File: src/rtl/seq_divider.sv
// Sequential restoring divider: one quotient bit per enabled clock, start/busy/done handshake.
// Divide by zero skips the iterations and reports all-ones quotient with the dividend's low bits.
module seq_divider #(
    parameter int DW = 8,
    parameter int VW = 4
) (
    input  logic          clk,
    input  logic          rst,
    input  logic          ena,
    input  logic          start,
    input  logic [DW-1:0] dividend,
    input  logic [VW-1:0] divisor,
    output logic          busy,
    output logic          done,
    output logic          div_zero,
    output logic [DW-1:0] quotient,
    output logic [VW-1:0] remainder
);
    localparam int CW = $clog2(DW + 1);
    localparam logic [CW-1:0] LAST = CW'(DW - 1);

    typedef enum logic [1:0] {IDLE, CALC, FIN} state_t;

    state_t        state, state_nxt;
    logic [DW-1:0] dvd;
    logic [VW-1:0] dsr;
    logic [VW:0]   rem;
    logic [CW-1:0] cnt;
    logic [VW:0]   shifted;
    logic          fit;

    // The extra remainder bit keeps the trial compare from overflowing.
    always_comb begin
        shifted = {rem[VW-1:0], dvd[DW-1]};
        fit     = (shifted >= {1'b0, dsr});
    end

    always_ff @(posedge clk) begin
        if (!rst)
            state <= IDLE;
        else if (ena)
            state <= state_nxt;
    end

    always_comb begin
        state_nxt = state;
        case (state)
            IDLE: if (start) state_nxt = (divisor == '0) ? FIN : CALC;
            CALC: if (cnt == LAST) state_nxt = FIN;
            FIN:  state_nxt = IDLE;
            default: state_nxt = IDLE;
        endcase
    end

    // dvd doubles as the quotient shift register once the iterations start.
    always_ff @(posedge clk) begin
        if (!rst) begin
            dvd       <= '0;
            dsr       <= '0;
            rem       <= '0;
            cnt       <= '0;
            busy      <= 1'b0;
            done      <= 1'b0;
            div_zero  <= 1'b0;
            quotient  <= '0;
            remainder <= '0;
        end else if (ena) begin
            busy <= (state_nxt != IDLE);
            done <= (state == FIN);
            case (state)
                IDLE: begin
                    if (start) begin
                        dvd <= dividend;
                        dsr <= divisor;
                        rem <= '0;
                        cnt <= '0;
                    end
                end
                CALC: begin
                    rem <= fit ? (shifted - {1'b0, dsr}) : shifted;
                    dvd <= {dvd[DW-2:0], fit};
                    cnt <= cnt + CW'(1);
                end
                FIN: begin
                    if (dsr == '0) begin
                        quotient  <= '1;
                        remainder <= dvd[VW-1:0];
                        div_zero  <= 1'b1;
                    end else begin
                        quotient  <= dvd;
                        remainder <= rem[VW-1:0];
                        div_zero  <= 1'b0;
                    end
                end
                default: ;
            endcase
        end
    end
endmodule

File: config.mk
export PLATFORM = sky130hd
export DESIGN_NAME = seq_divider
export DESIGN_NICKNAME = d
export VERILOG_FILES = /design/src/rtl/seq_divider.sv
export SDC_FILE = /design/constraint.sdc
export NUM_CORES = 1
export LEC_CHECK = 0
export CELL_PAD_IN_SITES_DETAIL_PLACEMENT = 1
export CELL_PAD_IN_SITES_GLOBAL_PLACEMENT = 2
export CORE_ASPECT_RATIO = 2
export CORE_MARGIN = 4
export CORE_UTILIZATION = 33
export DETAILED_ROUTE_END_ITERATION = 7
export PLACE_DENSITY = 0.79
export SLEW_MARGIN = 20
export SYNTH_ARGS = -nofsm -noshare
export SYNTH_HDL_FRONTEND = slang
export SYNTH_SLANG_ARGS = --single-unit
File: constraint.sdc
create_clock -name clk -period 2.3 [get_ports clk]
set_input_delay 0.46 -clock clk [delete_from_list [all_inputs] [get_ports clk]]
set_output_delay 0.46 -clock clk [all_outputs]
set_load 0.02 [all_outputs]
# [Word level (Yosys, flattened, before mapping)]
# Cells that the tools add are included.
[classes] add_sub_neg=2 n_lt_le_gt_ge=1 eq_ne=4 n_mux=14 n_reduce_logical=8
[ops] op="4-bit two-way mux" n=4
[ops] op="8-bit two-way mux" n=2
[ops] op="4-bit one-hot mux with 2 select lines" n=2
[ops] op="8-bit one-hot mux with 2 select lines" n=1
[ops] op="4-bit zero test" n=2
[ops] op="2-bit two-way mux" n=3
[ops] op="3-bit AND reduction" n=2
[ops] op="5-bit by 4-bit >= comparator with 1-bit output" n=1
[ops] op="4-bit by 1-bit adder with 4-bit output (second input constant)" n=1
[ops] op="4-bit by 3-bit == test with 1-bit output (second input constant)" n=1
[ops] op="2-bit one-hot mux with 2 select lines" n=1
[ops] op="2-bit nonzero test" n=2
[ops] op="4-bit subtractor" n=1
[ops] op="2-bit by 1-bit == test with 1-bit output (second input constant)" n=1
[ops] op="2-bit == test (second input constant)" n=1
[ops] op="2-bit zero test" n=1
[ops] op="2-bit inequality test (second input constant)" n=1
[ops] op="2-bit AND reduction" n=1
[ops] op="1-bit two-way mux" n=1
[word_totals] regBits=37 inputBits=16 out_inout_bits=15 elab_cells=39

# [Logic depth before layout (Yosys ltp)]
# Gate-level depths: netlist (run 1).
[logic_depth] depth_word=5 ltp_mapped=7 mapped_depth_nobuf=7

# [Worst setup path before layout (run 1)]
# No wires, ideal clock.
[synth_path] kind="register -> register" start="reg dvd[7]" end="reg rem[0]" setup_time_ps=77 arrival_ps=1758 required_ps=2223 setup_slack_ps=465 stages_incl_launch_ff=8 path_buffers=0 period_less_slack_ps=1835 path_cell_list="dfxtp_1 -> inv_1 -> ha_1 -> nand2b_4 -> a21o_1 -> o41a_4 -> mux2_4 -> o22ai_2"
[synth_via] elab_chain_cells=3 word_cells_on_any_way=4 classes_between="add/sub (1); order compare (1); mux (2)"
[synth_lines] element="from (decl)" line_no="25" rtl="logic [DW-1:0] dvd;"
[synth_lines] element="from (signal assigned)" line_no="73" rtl="dvd <= dividend;"
[synth_lines] element="from (signal assigned)" line_no="81" rtl="dvd <= {dvd[DW-2:0], fit};"
[synth_lines] element="4-bit subtractor / 5-bit by 4-bit >= comparator with 1-bit output (equally long branches)" line_no="80, 35"
[synth_lines] element="4-bit two-way mux (*)" line_no="80" rtl="rem <= fit ? (shifted - {1'b0, dsr}) : shifted;"
[synth_lines] element="4-bit one-hot mux with 2 select lines (*)" line_no="70" rtl="case (state)"
[synth_lines] element="to (signal assigned)" line_no="80"
[synth_lines] element="to (decl)" line_no="27" rtl="logic [VW:0] rem;"
# Mark *: on every way between the ends. The rest lies on a longest branch, timed or not.
# A chain may end at the register's enable or synchronous reset.

# [Worst setup path in the final report (run 1)]
# Same ends and word-level chain as after synthesis.

==> results of run 1 <==
-- placed cells by master, fill, tap and decap left out, drive strengths merged, types with 2 or more instances in the layout --
cell / synthesis / layout
dfxtp: 37 / 37
clkdlybuf4s50: 0 / 30
nand2: 19 / 19
mux2i: 17 / 17
o211a: 11 / 11
nor2b: 10 / 10
o21ai: 9 / 9
o221a: 8 / 8
inv: 6 / 6
nor2: 6 / 6
clkbuf: 5 / 6
ha: 5 / 5
buf: 6 / 5
nand3: 4 / 4
nand2b: 4 / 4
and3b: 3 / 3
a21oi: 3 / 3
o21a: 2 / 2
xor2: 2 / 2
a21o: 2 / 2
mux2: 2 / 2
clkinv: 0 / 2
nor4: 2 / 2
-- Yosys cell counts (all sizes together) (5+ instances only) --
library cell	number
buf	6
clkbuf	5
dfxtp	37
ha	5
inv	6
mux2i	17
nand2	19
nor2	6
nor2b	10
o211a	11
o21ai	9
o221a	8
-- how the worst max path moves through the flow --
stage | startpoint | end | slack (ns) | cells past startpoint
after floorplan | dvd[7] | rem[0] | 0.47 | 7
after global placement | ena | dsr[1] | 0.23 | 5
after detailed placement | ena | dsr[2] | 0.21 | 5
after CTS | dvd[7] | rem[1] | 0.31 | 7
after global routing | dvd[7] | rem[0] | 0.24 | 7
final | dvd[7] | rem[0] | 0.33 | 7
-- power groups by stage --
| stage | registers [W] | clock network [W] | logic, W |
|---|---|---|---|
| finish | 0.000685 | 0.000438 | 0.000212 |
| global route | 0.000689 | 0.000485 | 0.000233 |
| CTS | 0.000685 | 0.000456 | 0.000215 |
| detailed placement | 0.000701 | 0 | 0.000212 |
| global placement | 0.000699 | 0 | 0.000205 |
| floorplan | 0.000694 | 0 | 0.000141 |
-- state kept, by name, indices dropped and copies added (netlist names) --
signal / count
busy: 1
rem: 4
remainder: 4
div_zero: 1
done: 1
state: 2
quotient: 8
dvd: 8
dsr: 4
cnt: 4
-- worst max-delay path, delay by kind of cell (launching register included) --
kind,cells,cell delay (ns)
flip-flops,1,0.36
multiplexers,1,0.32
AND/OR/NAND/NOR,1,0.14
buffers and inverters,1,0.07
AO/OA/AOI/OAI,3,0.70
adder cells (fa/ha/maj),1,0.31
-- layout make-up --
type / count / area, um^2 / area share (%)
Multi-Input combinational cell: 125 / 992 / 43.6
Sequential cell: 37 / 741 / 32.6
Timing Repair Buffer: 35 / 363 / 16.0
Clock buffer: 6 / 72.6 / 3.19
Tap cell: 58 / 72.6 / 3.19
Inverter: 6 / 22.5 / 0.991
Clock inverter: 2 / 10.0 / 0.440
-- per-layer routing --
layer / share of wire [%] / track usage (%)
met1: 39 / 16.7
met2: 53 / 27.1
met3: 3.8 / 3.68
met4: 4.0 / 8.14
met5: 0 / 0
-- stage by stage --
stage | utilization (%) | area, um^2 | worst slack, ns
after floorplan | - | 1800 | 0.465
after global placement | 41.9 | 2190 | 0.234
after detailed placement | 41.9 | 2190 | 0.207
after CTS | 43.5 | 2270 | 0.314
after global routing | 43.5 | 2270 | 0.239
final | 43.5 | 2270 | 0.329
-- cell families after synthesis --
logic type	after synthesis	synth area share, %
muxes	19	11.1
adders and majority gates	6	4.58
xor gates and xnor gates	3	1.46
AOI/OAI and AO/OA	43	21.0
and+or+nand+nor	54	16.9
DFF	37	41.1
buffers and inverters	17	3.95
==> qor.yml, run 1 <==
cells_and_area:
  fill_cells: 599
  antenna_cells: 0
  layout-drive-gt1-share_pct: 13.7
  stdcell_count: 269
  area_growth_pct: 26.0
  fin_nets: 232
power:
  power_per_cell_area_nw_per_um2: 587
  p_seq_share_pct: 51.3
  net-switching-power_w: 0.000351
  peakVddDrop_uv: 415
  total_power_w: 0.00133
  pwr-share-comb_pct: 15.9
  power_frac_clock_pct: 32.8
  p_leak_nw: 1.02
  cellInternalPower_w: 0.000984
  sw_frac_of_total_pct: 26.3
worst_hold_path:
  min_path_type: "register to register"
  hp-start: "busy"
  whs_path_depth: 2
  whs_endpoint: "busy"
timing:
  setup_viol: 0
  hold_viol: 0
  maxSlewViolCount: 0
  finalCritPeriodShare_pct: 85.7
  worstMarginPinSlew_ns: 0.598
  finalCriticalPeriod_ns: 1.97
  max_freq_mhz: 507
  slew_headroom_pct: 59.9
  grt_setup_unrepaired: "false"
  setup_tns_ns: 0
  fin_hold_ws_ns: 0.503
  skew_ns: 0.00522
synth:
  synth_area_leaders: "dfxtp_1 41%, mux2i_1 9.4%, o211a_1 6.1%"
  postSynthAreaPerCell_um2: 10.1
  ys.flop_type: "dfxtp_1"
  synth_edf_count: 0
  synth_top_area_share_pct: 41.1
  postSynth.asyncResetShare_pct: 0
  yosysUniqueCellTypes: 42
  syn_inst: 179
  syn-cell-area_um2: 1800
  ys_seq_area_share_pct: 41.1
  syn_nets: 201
  yosys_warnings: 0
  yosysTopAreaCell: "dfxtp_1"
  synth-seq-cells: 37
clock_network:
  htreeDepth: 2
  cts.sinks: 37
  cts_setup_buffers: 0
  clock_insertion_delay_worst_skew_ns: 0.28
  root_buffer: "clkbuf_8"
  cts_made_buffers: 5
  hold_buffers: 0
  cts.clk_slew.worst_paths_ns: 0.07
  cts_tree: "done"
  ctsResizeCount: 0
  cts_max_path_buffers: 2
setup_path:
  crit_path_top_delay_cell: "o41a_4"
  cp-end-kind: "register"
  critPathArrivalTime_ns: 2.19
  cp.required_ns: 2.52
  critical-path-max-stage-delay_ns: 0.40
  cp_max_fo: 4
  worstPathCellList: "inv_1, ha_1, nand2b_4, a21o_1, o41a_4, mux2_4, o22ai_2"
  rr_endpoint: "rem[0]"
  r2r-start: "dvd[7]"
  setup.worst_path.start_class: "register"
  r2r_cells: 7
  path_class: "register to register"
  reg2reg_slack_ns: 0.33
global_routing:
  grt_pass1_wl_mm: 8.08
  grt_start_max_net_pins: 38
  grt_usage_pct: 15.6
  grt_pass1_vias: 1660
  grt-ovfl-total: 0
  antenna_found_initial: 0
detailed_routing:
  antenna_left: 0
  vias: 1446
  dr.pass1.iters: 5
  routed_wirelength_mm: 4.70
  wl_per_cell_um: 17.5
  drcViolationCount: 0
  post_drt_via_cell_ratio: 5.38
  drt_iter0_markers: 57
outcome:
  status: "complete, no violations"
floorplanning:
  start_util_pct: 34.5
  die_h_um: 113
  ios: 31
  die-area_um2: 6790
  die_x_um: 60.3
  core_region_area_um2: 5230
  std_cell_rows: 37
place:
  port_buffers: 30
  dp.cells: 261
  dp_hpwl_mm: 3.58
  place_congestion: 0.828
run:
  drv_cap: 0
Note: power is estimated with default switching activity, not from simulation.
==> run 2, diff against run 1 <==
--- a/config.mk
+++ b/config.mk
@@ -11,6 +11,7 @@
 export CORE_MARGIN = 4
 export CORE_UTILIZATION = 33
 export DETAILED_ROUTE_END_ITERATION = 7
+export HOLD_SLACK_MARGIN = 0.08
 export PLACE_DENSITY = 0.79
 export SLEW_MARGIN = 20
 export SYNTH_ARGS = -nofsm -noshare
==> constraint.sdc (replaced) <==
create_clock -name clk -period 2.2 [get_ports clk]
set_input_delay 0.44 -clock clk [delete_from_list [all_inputs] [get_ports clk]]
set_output_delay 0.44 -clock clk [all_outputs]
set_load 0.02 [all_outputs]
==> qor.yml, run 2 (synthesis gave the netlist of run 1 again) <==
detailed_routing:
  wl_per_cell_um: 17.9  # +2.3%
  antenna_left: 0  # unchanged
  drcViolationCount: 0  # unchanged
  dr.pass1.iters: 4  # -1
  vias: 1475  # +2.0%
  drt_iter0_markers: 34  # -40%
  post_drt_via_cell_ratio: 5.46  # +1.6%
  routed_wirelength_mm: 4.82  # +2.7%
timing:
  fin_hold_ws_ns: 0.502  # -0.00148 ns
  maxSlewViolCount: 0  # unchanged
  hold_viol: 0  # unchanged
  setup_tns_ns: 0  # unchanged
  worstMarginPinSlew_ns: 0.588  # -0.0103 ns
  finalCriticalPeriod_ns: 2.02  # +0.0510 ns
  skew_ns: 0.00486  # -0.000355 ns
  finalCritPeriodShare_pct: 91.9  # +6.2 points
  grt_setup_unrepaired: "false"
  max_freq_mhz: 494  # -2.5%
  slew_headroom_pct: 60.5  # +0.69 points
  setup_viol: 0  # unchanged
run:
  drv_cap: 0  # unchanged
cells_and_area:
  fin_nets: 233  # +0.43%
  layout-drive-gt1-share_pct: 14.2  # +0.41 points
  final_common_cell: "dfxtp_1"
  reg_top3: "dvd: 8 flops, quotient: 8 flops"
  area_growth_pct: 27.6
  design_area_um2: 2300  # +1.3%
  antenna_cells: 0  # unchanged
  layout_common_cells: "37 x dfxtp_1, 30 x clkdlybuf4s50_1, 19 x nand2_1"
floorplanning:
  start_util_pct: 34.5  # unchanged
  std_cell_rows: 37  # unchanged
  core_region_area_um2: 5230  # unchanged
  die_h_um: 113  # unchanged
  ios: 31  # unchanged
  die_x_um: 60.3  # unchanged
  die-area_um2: 6790  # unchanged
setup_path:
  critPathArrivalTime_ns: 2.23  # +0.04 ns
  path_class: "register to register"
  setup.worst_path.start_class: "register"
  cp_max_fo: 4  # unchanged
  cp.required_ns: 2.41  # -0.11 ns
  cp-end-kind: "register"
clock_network:
  clock_insertion_delay_worst_skew_ns: 0.28  # about the same
  htreeDepth: 2  # unchanged
  cts_setup_buffers: 0  # unchanged
  cts_max_path_buffers: 2  # unchanged
  cts.clk_slew.worst_paths_ns: 0.07  # about the same
  root_buffer: "clkbuf_8"
  ctsResizeCount: 0  # unchanged
  cts_tree: "done"
  cts.sinks: 37  # unchanged
  hold_buffers: 0  # unchanged
  cts_made_buffers: 5  # unchanged
global_routing:
  grt_pass1_vias: 1624  # -2.2%
  grt-ovfl-total: 0  # unchanged
  grt_usage_pct: 15.8  # +0.14 points
  grt_start_max_net_pins: 38  # unchanged
  antenna_found_initial: 0  # unchanged
  grt_pass1_wl_mm: 8.18  # +1.3%
power:
  power_per_cell_area_nw_per_um2: 673  # +15%
  p_seq_share_pct: 46.2  # -5.1 points
  peakVddDrop_uv: 511  # +23%
  net-switching-power_w: 0.000371  # +5.9%
  power_frac_clock_pct: 39.4  # +6.6 points
  cellInternalPower_w: 0.00118  # +20%
  p_leak_nw: 1.03  # +1.6%
  sw_frac_of_total_pct: 24.0  # -2.3 points
  pwr-share-comb_pct: 14.3  # -1.6 points
place:
  dpl_cell_area_um2: 2190  # -0.23%
  place_congestion: 0.825  # -0.37%
  dp_hpwl_mm: 3.66  # +2.3%
  port_buffers: 30  # unchanged
worst_hold_path:
  min_path_type: "register to register"
outcome:
  status: "complete, no violations"
-- run 2: cell types whose count changed in the layout (fill, tap and decap cells not counted), sizes merged --
cell    change
clkinv      -2
buf         +1
bufinv      +1
clkbuf      +1
-- run 2: layer usage --
metal	GRT usage, %	share of wire (%)	vias to the layer above
met1	17.6	38	726
met5	0	0	-
met4	6.66	2.5	0
li1	-	-	708
met3	3.80	3.5	9
met2	27.2	56	32
-- run 2: final timing paths --
kind	from	to	slack [ns]	cells after the start
max reg2reg	dvd[7]	rem[0]	0.18	7
min reg2reg	busy	busy	0.50	2
min	busy	busy	0.50	2
max	dvd[7]	rem[0]	0.18	7
-- run 2: final cells by class --
type                            count  area (um^2)
Fill cell                         582         2930
Multi-Input combinational cell    125          992
Sequential cell                    37          741
Timing Repair Buffer               36          358
Clock buffer                        7         86.3
Tap cell                           58         72.6
Clock inverter                      1         30.0
Inverter                            6         22.5
-- run 2: power groups by stage --
| stage | Sequential, W | Combinational, W | Clock, W |
|---|---|---|---|
| finish | 0.000717 | 0.000222 | 0.000611 |
| global route | 0.000720 | 0.000244 | 0.000662 |
| CTS | 0.000717 | 0.000226 | 0.000628 |
| detailed placement | 0.000733 | 0.000224 | 0 |
| global placement | 0.000731 | 0.000214 | 0 |
| floorplan | 0.000725 | 0.000148 | 0 |
-- run 2: worst max-delay path, stage by stage, from the launching register on --
cell      delay [ns]
dfxtp_1         0.37
inv_1           0.09
ha_1            0.31
nand2b_4        0.14
a21o_1          0.20
o41a_4          0.40
mux2_4          0.32
o22ai_2         0.13
-- run 2: per-stage QoR --
| step | utilization, % | setup slack, ns | power [W] | cells |
|---|---|---|---|---|
| after floorplan | - | 0.365 | 0.000873 | 179 |
| after global placement | 41.8 | 0.144 | 0.000945 | 262 |
| after detailed placement | 41.8 | 0.118 | 0.000957 | 262 |
| after CTS | 44.0 | 0.173 | 0.00157 | 270 |
| after global routing | 44.0 | 0.0256 | 0.00163 | 270 |
| final | 44.0 | 0.178 | 0.00155 | 270 |
==> run 3, diff against run 2 <==
--- a/config.mk
+++ b/config.mk
@@ -12,7 +12,8 @@
 export CORE_UTILIZATION = 33
 export DETAILED_ROUTE_END_ITERATION = 7
 export HOLD_SLACK_MARGIN = 0.08
-export PLACE_DENSITY = 0.79
+export PLACE_DENSITY_LB_ADDON = 0.1
+export RECOVER_POWER = 100
 export SLEW_MARGIN = 20
 export SYNTH_ARGS = -nofsm -noshare
 export SYNTH_HDL_FRONTEND = slang
==> constraint.sdc (replaced) <==
create_clock -name clk -period 2.2 [get_ports clk]
set_input_delay 0.33 -clock clk [delete_from_list [all_inputs] [get_ports clk]]
set_output_delay 0.33 -clock clk [all_outputs]
set_load 0.02 [all_outputs]
==> qor.yml, run 3 (synthesis gave the netlist of run 1 again) <==
outcome:
  status: "complete, no violations"
timing:
  maxSlewViolCount: 0  # unchanged
  finalCriticalPeriod_ns: 2.01  # -0.00781 ns
  setup_viol: 0  # unchanged
  grt_setup_unrepaired: "false"
  finalCritPeriodShare_pct: 91.6  # -0.36 points
  slew_headroom_pct: 44.1  # -16 points
  worstMarginPinSlew_ns: 0.839  # +0.251 ns
  skew_ns: 0.00905  # +0.00419 ns
  setup_tns_ns: 0  # unchanged
  fin_hold_ws_ns: 0.494  # -0.00734 ns
  max_freq_mhz: 496  # +0.39%
  hold_viol: 0  # unchanged
global_routing:
  grt_pass1_wl_mm: 7.98  # -2.4%
  grt_start_max_net_pins: 38  # unchanged
  antenna_found_initial: 0  # unchanged
  met2_usage_pct: 27.1  # -0.14 points
  busiest_layer: "met2"
  met3_usage_pct: 3.68  # -0.12 points
  grt_usage_pct: 15.7  # -0.090 points
  grt-ovfl-total: 0  # unchanged
  grt_pass1_vias: 1539  # -5.2%
  use_met1_pct: 17.8  # +0.14 points
power:
  peakVddDrop_uv: 376  # -27%
  p_seq_share_pct: 51.5  # +5.3 points
  total_power_w: 0.00139  # -10%
  power_per_cell_area_nw_per_um2: 623  # -7.4%
  net-switching-power_w: 0.000372  # +0.21%
  cellInternalPower_w: 0.00102  # -14%
  pwr-share-comb_pct: 14.8  # +0.5 points
  power_frac_clock_pct: 33.7  # -5.7 points
  sw_frac_of_total_pct: 26.8  # +2.8 points
  p_leak_nw: 1.04  # +1.2%
cells_and_area:
  reg_top3: "dvd: 8 flops, quotient: 8 flops"
  antenna_cells: 0  # unchanged
  fin_nets: 232  # -0.43%
  final_common_cell: "dfxtp_1"
  multi_input_area_um2: 980  # -1.3%
  layout_common_cells: "37 x dfxtp_1, 19 x nand2_1, 17 x mux2i_1"
  design_area_um2: 2230  # -3.2%
  regArea_um2: 741  # unchanged
  area_growth_pct: 23.6
  layout-drive-gt1-share_pct: 12.8  # -1.4 points
  fill_cells: 621  # +6.7%
worst_hold_path:
  min_path_type: "register to register"
  whs_path_depth: 2  # unchanged
  whs_endpoint: "busy"
  hp-start: "busy"
detailed_routing:
  dr.pass1.iters: 4  # unchanged
  routed_wirelength_mm: 4.69  # -2.8%
  drcViolationCount: 0  # unchanged
  vias: 1399  # -5.2%
  wl_per_cell_um: 17.4  # -2.4%
  antenna_left: 0  # unchanged
  drt_iter0_markers: 34  # unchanged
  post_drt_via_cell_ratio: 5.20  # -4.8%
place:
  port_buffers: 30  # unchanged
  place_congestion: 0.749  # -9.2%
  dp_hpwl_mm: 3.51  # -4.1%
  dpl_cell_area_um2: 2170  # -0.92%
floorplanning:
  core_region_area_um2: 5230  # unchanged
  std_cell_rows: 37  # unchanged
  die_x_um: 60.3  # unchanged
  die-area_um2: 6790  # unchanged
  die_h_um: 113  # unchanged
  ios: 31  # unchanged
  start_util_pct: 34.5  # unchanged
setup_path:
  path_class: "register to register"
  critPathArrivalTime_ns: 2.24  # about the same
  r2r-start: "dvd[7]"
  rr_endpoint: "rem[0]"
  r2r_cells: 7  # unchanged
  cp.required_ns: 2.43  # +0.02 ns
  reg2reg_slack_ns: 0.19  # about the same
  cp_max_fo: 4  # unchanged
  setup.worst_path.start_class: "register"
  cp-end-kind: "register"
clock_network:
  htreeDepth: 2  # unchanged
  ctsResizeCount: 0  # unchanged
  cts_max_path_buffers: 2  # unchanged
  root_buffer: "clkbuf_8"
  clock_insertion_delay_worst_skew_ns: 0.29  # about the same
  cts.clk_slew.worst_paths_ns: 0.08  # about the same
  hold_buffers: 0  # unchanged
  cts_tree: "done"
  cts.sinks: 37  # unchanged
  cts_made_buffers: 5  # unchanged
  cts_setup_buffers: 0  # unchanged
run:
  drv_cap: 0  # unchanged
run 3: cell count changes in the layout (fill, tap and decap cells not counted), sizes merged:
cell / change
clkdlybuf4s50: -16
dlygate4sd3: +16
buf: -3
clkinv: +2
bufinv: -1
clkbuf: +1
run 3: critical path, cell delays in order (launching register included):
cell and delay, ns:
dfxtp_1 0.35, inv_1 0.07, ha_1 0.31, nand2b_4 0.14, a21o_1 0.18, o41a_2 0.44, mux2_1 0.35, o22ai_2 0.11
run 3: metal layers:
layer	part of all wire, %	routed length, um
met5	0	0
met4	1.6	74
met3	3.4	160
met2	54	2510
met1	41	1940
run 3: worst max-delay path by stage:
stage,startpoint,to,slack (ns),cells after the start
after floorplan,dvd[7],rem[0],0.37,7
after global placement,ena,dsr[1],0.25,5
after detailed placement,ena,cnt[0],0.23,6
after CTS,dvd[7],rem[0],0.25,7
after global routing,dvd[7],rem[0],0.07,7
final,dvd[7],rem[0],0.19,7
run 3: layout make-up:
class	instances	area share, %
repair buffers	35	14.9
well taps	58	3.25
multi-input cells	125	43.9
flip-flops and latches	37	33.2
inverters	6	1.01
clock buffers	6	3.25
clock inverters	2	0.449
run 3: power groups by stage:
stage          clock (W)  sequential (W)  combinational, W
3_3_place_gp           0        0.000730          0.000214
5_1_grt         0.000517        0.000720          0.000231
3_5_place_dp           0        0.000731          0.000219
2_1_floorplan          0        0.000725          0.000148
4_1_cts         0.000483        0.000716          0.000220
6_report        0.000468        0.000715          0.000206
run 3: metrics by stage:
step                worst slack (ns)  cells  utilization [%]
floorplan                      0.365    179                -
global placement               0.253    261             41.4
detailed placement             0.233    261             41.4
CTS                            0.249    269             43.0
global route                  0.0721    269             42.6
finish                         0.186    269             42.6
==> variant (flow settings as in run 2) <==
Encoding of `state_t`: now one-hot (3 bits for 3 states).
--- a/src/rtl/seq_divider.sv
+++ b/src/rtl/seq_divider.sv
@@ -20,5 +20,5 @@
     localparam logic [CW-1:0] LAST = CW'(DW - 1);
 
-    typedef enum logic [1:0] {IDLE, CALC, FIN} state_t;
+    typedef enum logic [2:0] {IDLE = 3'b001, CALC = 3'b010, FIN = 3'b100} state_t;
 
     state_t        state, state_nxt;
Function: no difference found for any inputs over 10 cycles, from zero or initial values and one cycle with rst low; not proved beyond that.
==> variant against run 2 <==
Via count is 6.4% higher; worst setup slack got worse by 0.042 ns; area after synthesis up 2.6%; sequential share of layout area increased by 0.39 points; sequential cell count rose by 1; fmax is 2.1% lower; critical path depth is 1 lower; wire length grew 5.2%; cell area rose by 1.5%; total power shrank 8.0%.
==> variant: results (changes against run 2) <==
metric,value,unit,change
number of H-tree levels,2,,unchanged
RePlAce Congestion,0.7780,,-5.7%
status,"complete, no violations",,
yosys synthesis warning count,0,,unchanged
Worst-path clk slew,0.07,ns,about the same
first-pass GRT wire length,8562,um,+4.6%
1st-iter DRT viols,51,,+50%
Post-Synth Adder-Cell Area,4.462,%,-0.11 points
Ant. Diodes,0,,unchanged
met1 wire length,1812,um,-1.9%
root buffer cell,clkbuf_8,,
wire length per cell,17.93,um,+0.33%
TritonCTS Buffers,5,,unchanged
non-filler instance count after layout,283,,+4.8%
area of placed instances,2245,sq um,+2.7%
FF-to-FF path depth,6,,-1
DP Worst Slack,0.1296,ns,+0.01148 ns
gr usage total,16.49,%,+0.71 points
Syn Inst Count,187,,+4.5%
DR vias/cell,5.544,,+1.5%
Netlist cell types,44,,+4.8%
WP data arrival,2.24,ns,
Synth top cells by count,"38 x dfxtp_1, 17 x mux2i_1, 16 x nand2_1, 11 x nor2b_1",,
xor and xnor area share after synthesis,0.9466,%,-0.51 points
largest net degree at the start of global routing,23,,-39%
Worst-Skew Late Latency,0.28,ns,about the same
leakage,0.0009937,uW,-3.7%
Nets,244,,+4.7%
number of global-route vias before repair,1731,,+6.6%
metal3 WL,182,um,+7.7%
type of the tightest min-delay check,flip-flop to flip-flop,,
mux cell area share after synthesis,9.195,%,-1.9 points
drt first pass iters,4,,unchanged
Compound-Gate Fraction of Synth Area,23.12,%,+2.1 points
PortBufs,30,,unchanged
Max Clock Skew,0.002878,ns,-0.001984 ns
Clock Tree Buf Depth,2,,unchanged
final setup vio count,0,,unchanged
sequential area share after synthesis,41.11,%,+0.055 points
Synthesized Nets,209,,+4.0%
Slew @ Worst Pin,0.4480,ns,-0.1400 ns
Critical Path Fanout Max,3,,-1
share of cells above drive strength 1,13.00,%,-1.1 points
HPWL Detailed,3989,um,+8.9%
synth top area cells,"dfxtp_1 41%, mux2i_1 9.2%, o211a_1 5.4%, o221a_2 4.9%, nor2b_1 3.7%",,
biggest regs,"dvd: 8 flops, quotient: 8 flops",,
Hold Path Cell Cnt,1,,-1
VDD IR max,0.4596,mV,-10%
met2 wire len,2943,um,+9.6%
top sig layer,met4,,
## variant: cells by family after synthesis
kind of cell,after synthesis
simple gates,55
compound gates,52
flops,38
buf+inv,17
mux,17
fa+ha+maj,6
xor+xnor,2
## variant: layer usage
layer | vias up | track usage [%]
met5 | - | 0
met4 | 0 | 7.381
met3 | 9 | 2.492
met2 | 37 | 31.81
met1 | 763 | 15.92
li1 | 760 | -
## variant: area by class of cell
class	instances	area (sq um)
multi-input combinational	132	1018
tap	60	75.07
clock buffer	7	86.33
fill	642	3084
inverter	6	22.52
timing repair buffer	39	367.9
clock inverter	1	5.005
sequential	38	760.7
## variant: critical path, cell delays in order (launching register included)
cell and delay [ns]:
dfxtp_1 0.33, inv_1 0.09, ha_1 0.33, nand2b_1 0.21
a2111oi_2 0.45, o21ai_0 0.23, a32o_1 0.31
## variant: worst paths after layout
path,slack (ns),endpoint,from
worst max-delay path,0.14,rem[0]$_SDFFE_PN0P_,dvd[7]$_SDFFE_PN0P_
worst max register to register,0.14,rem[0]$_SDFFE_PN0P_,dvd[7]$_SDFFE_PN0P_
worst min register to register,0.50,remainder[0]$_SDFFE_PN0P_,remainder[0]$_SDFFE_PN0P_
worst min-delay path,0.50,remainder[0]$_SDFFE_PN0P_,remainder[0]$_SDFFE_PN0P_
## variant: where the power goes
part / switching, uW / total, uW / internal, uW
logic: 97.1 / 200 / 103
clock network: 242 / 495 / 253
registers: 22.9 / 732 / 709
total: 362 / 1430 / 1060
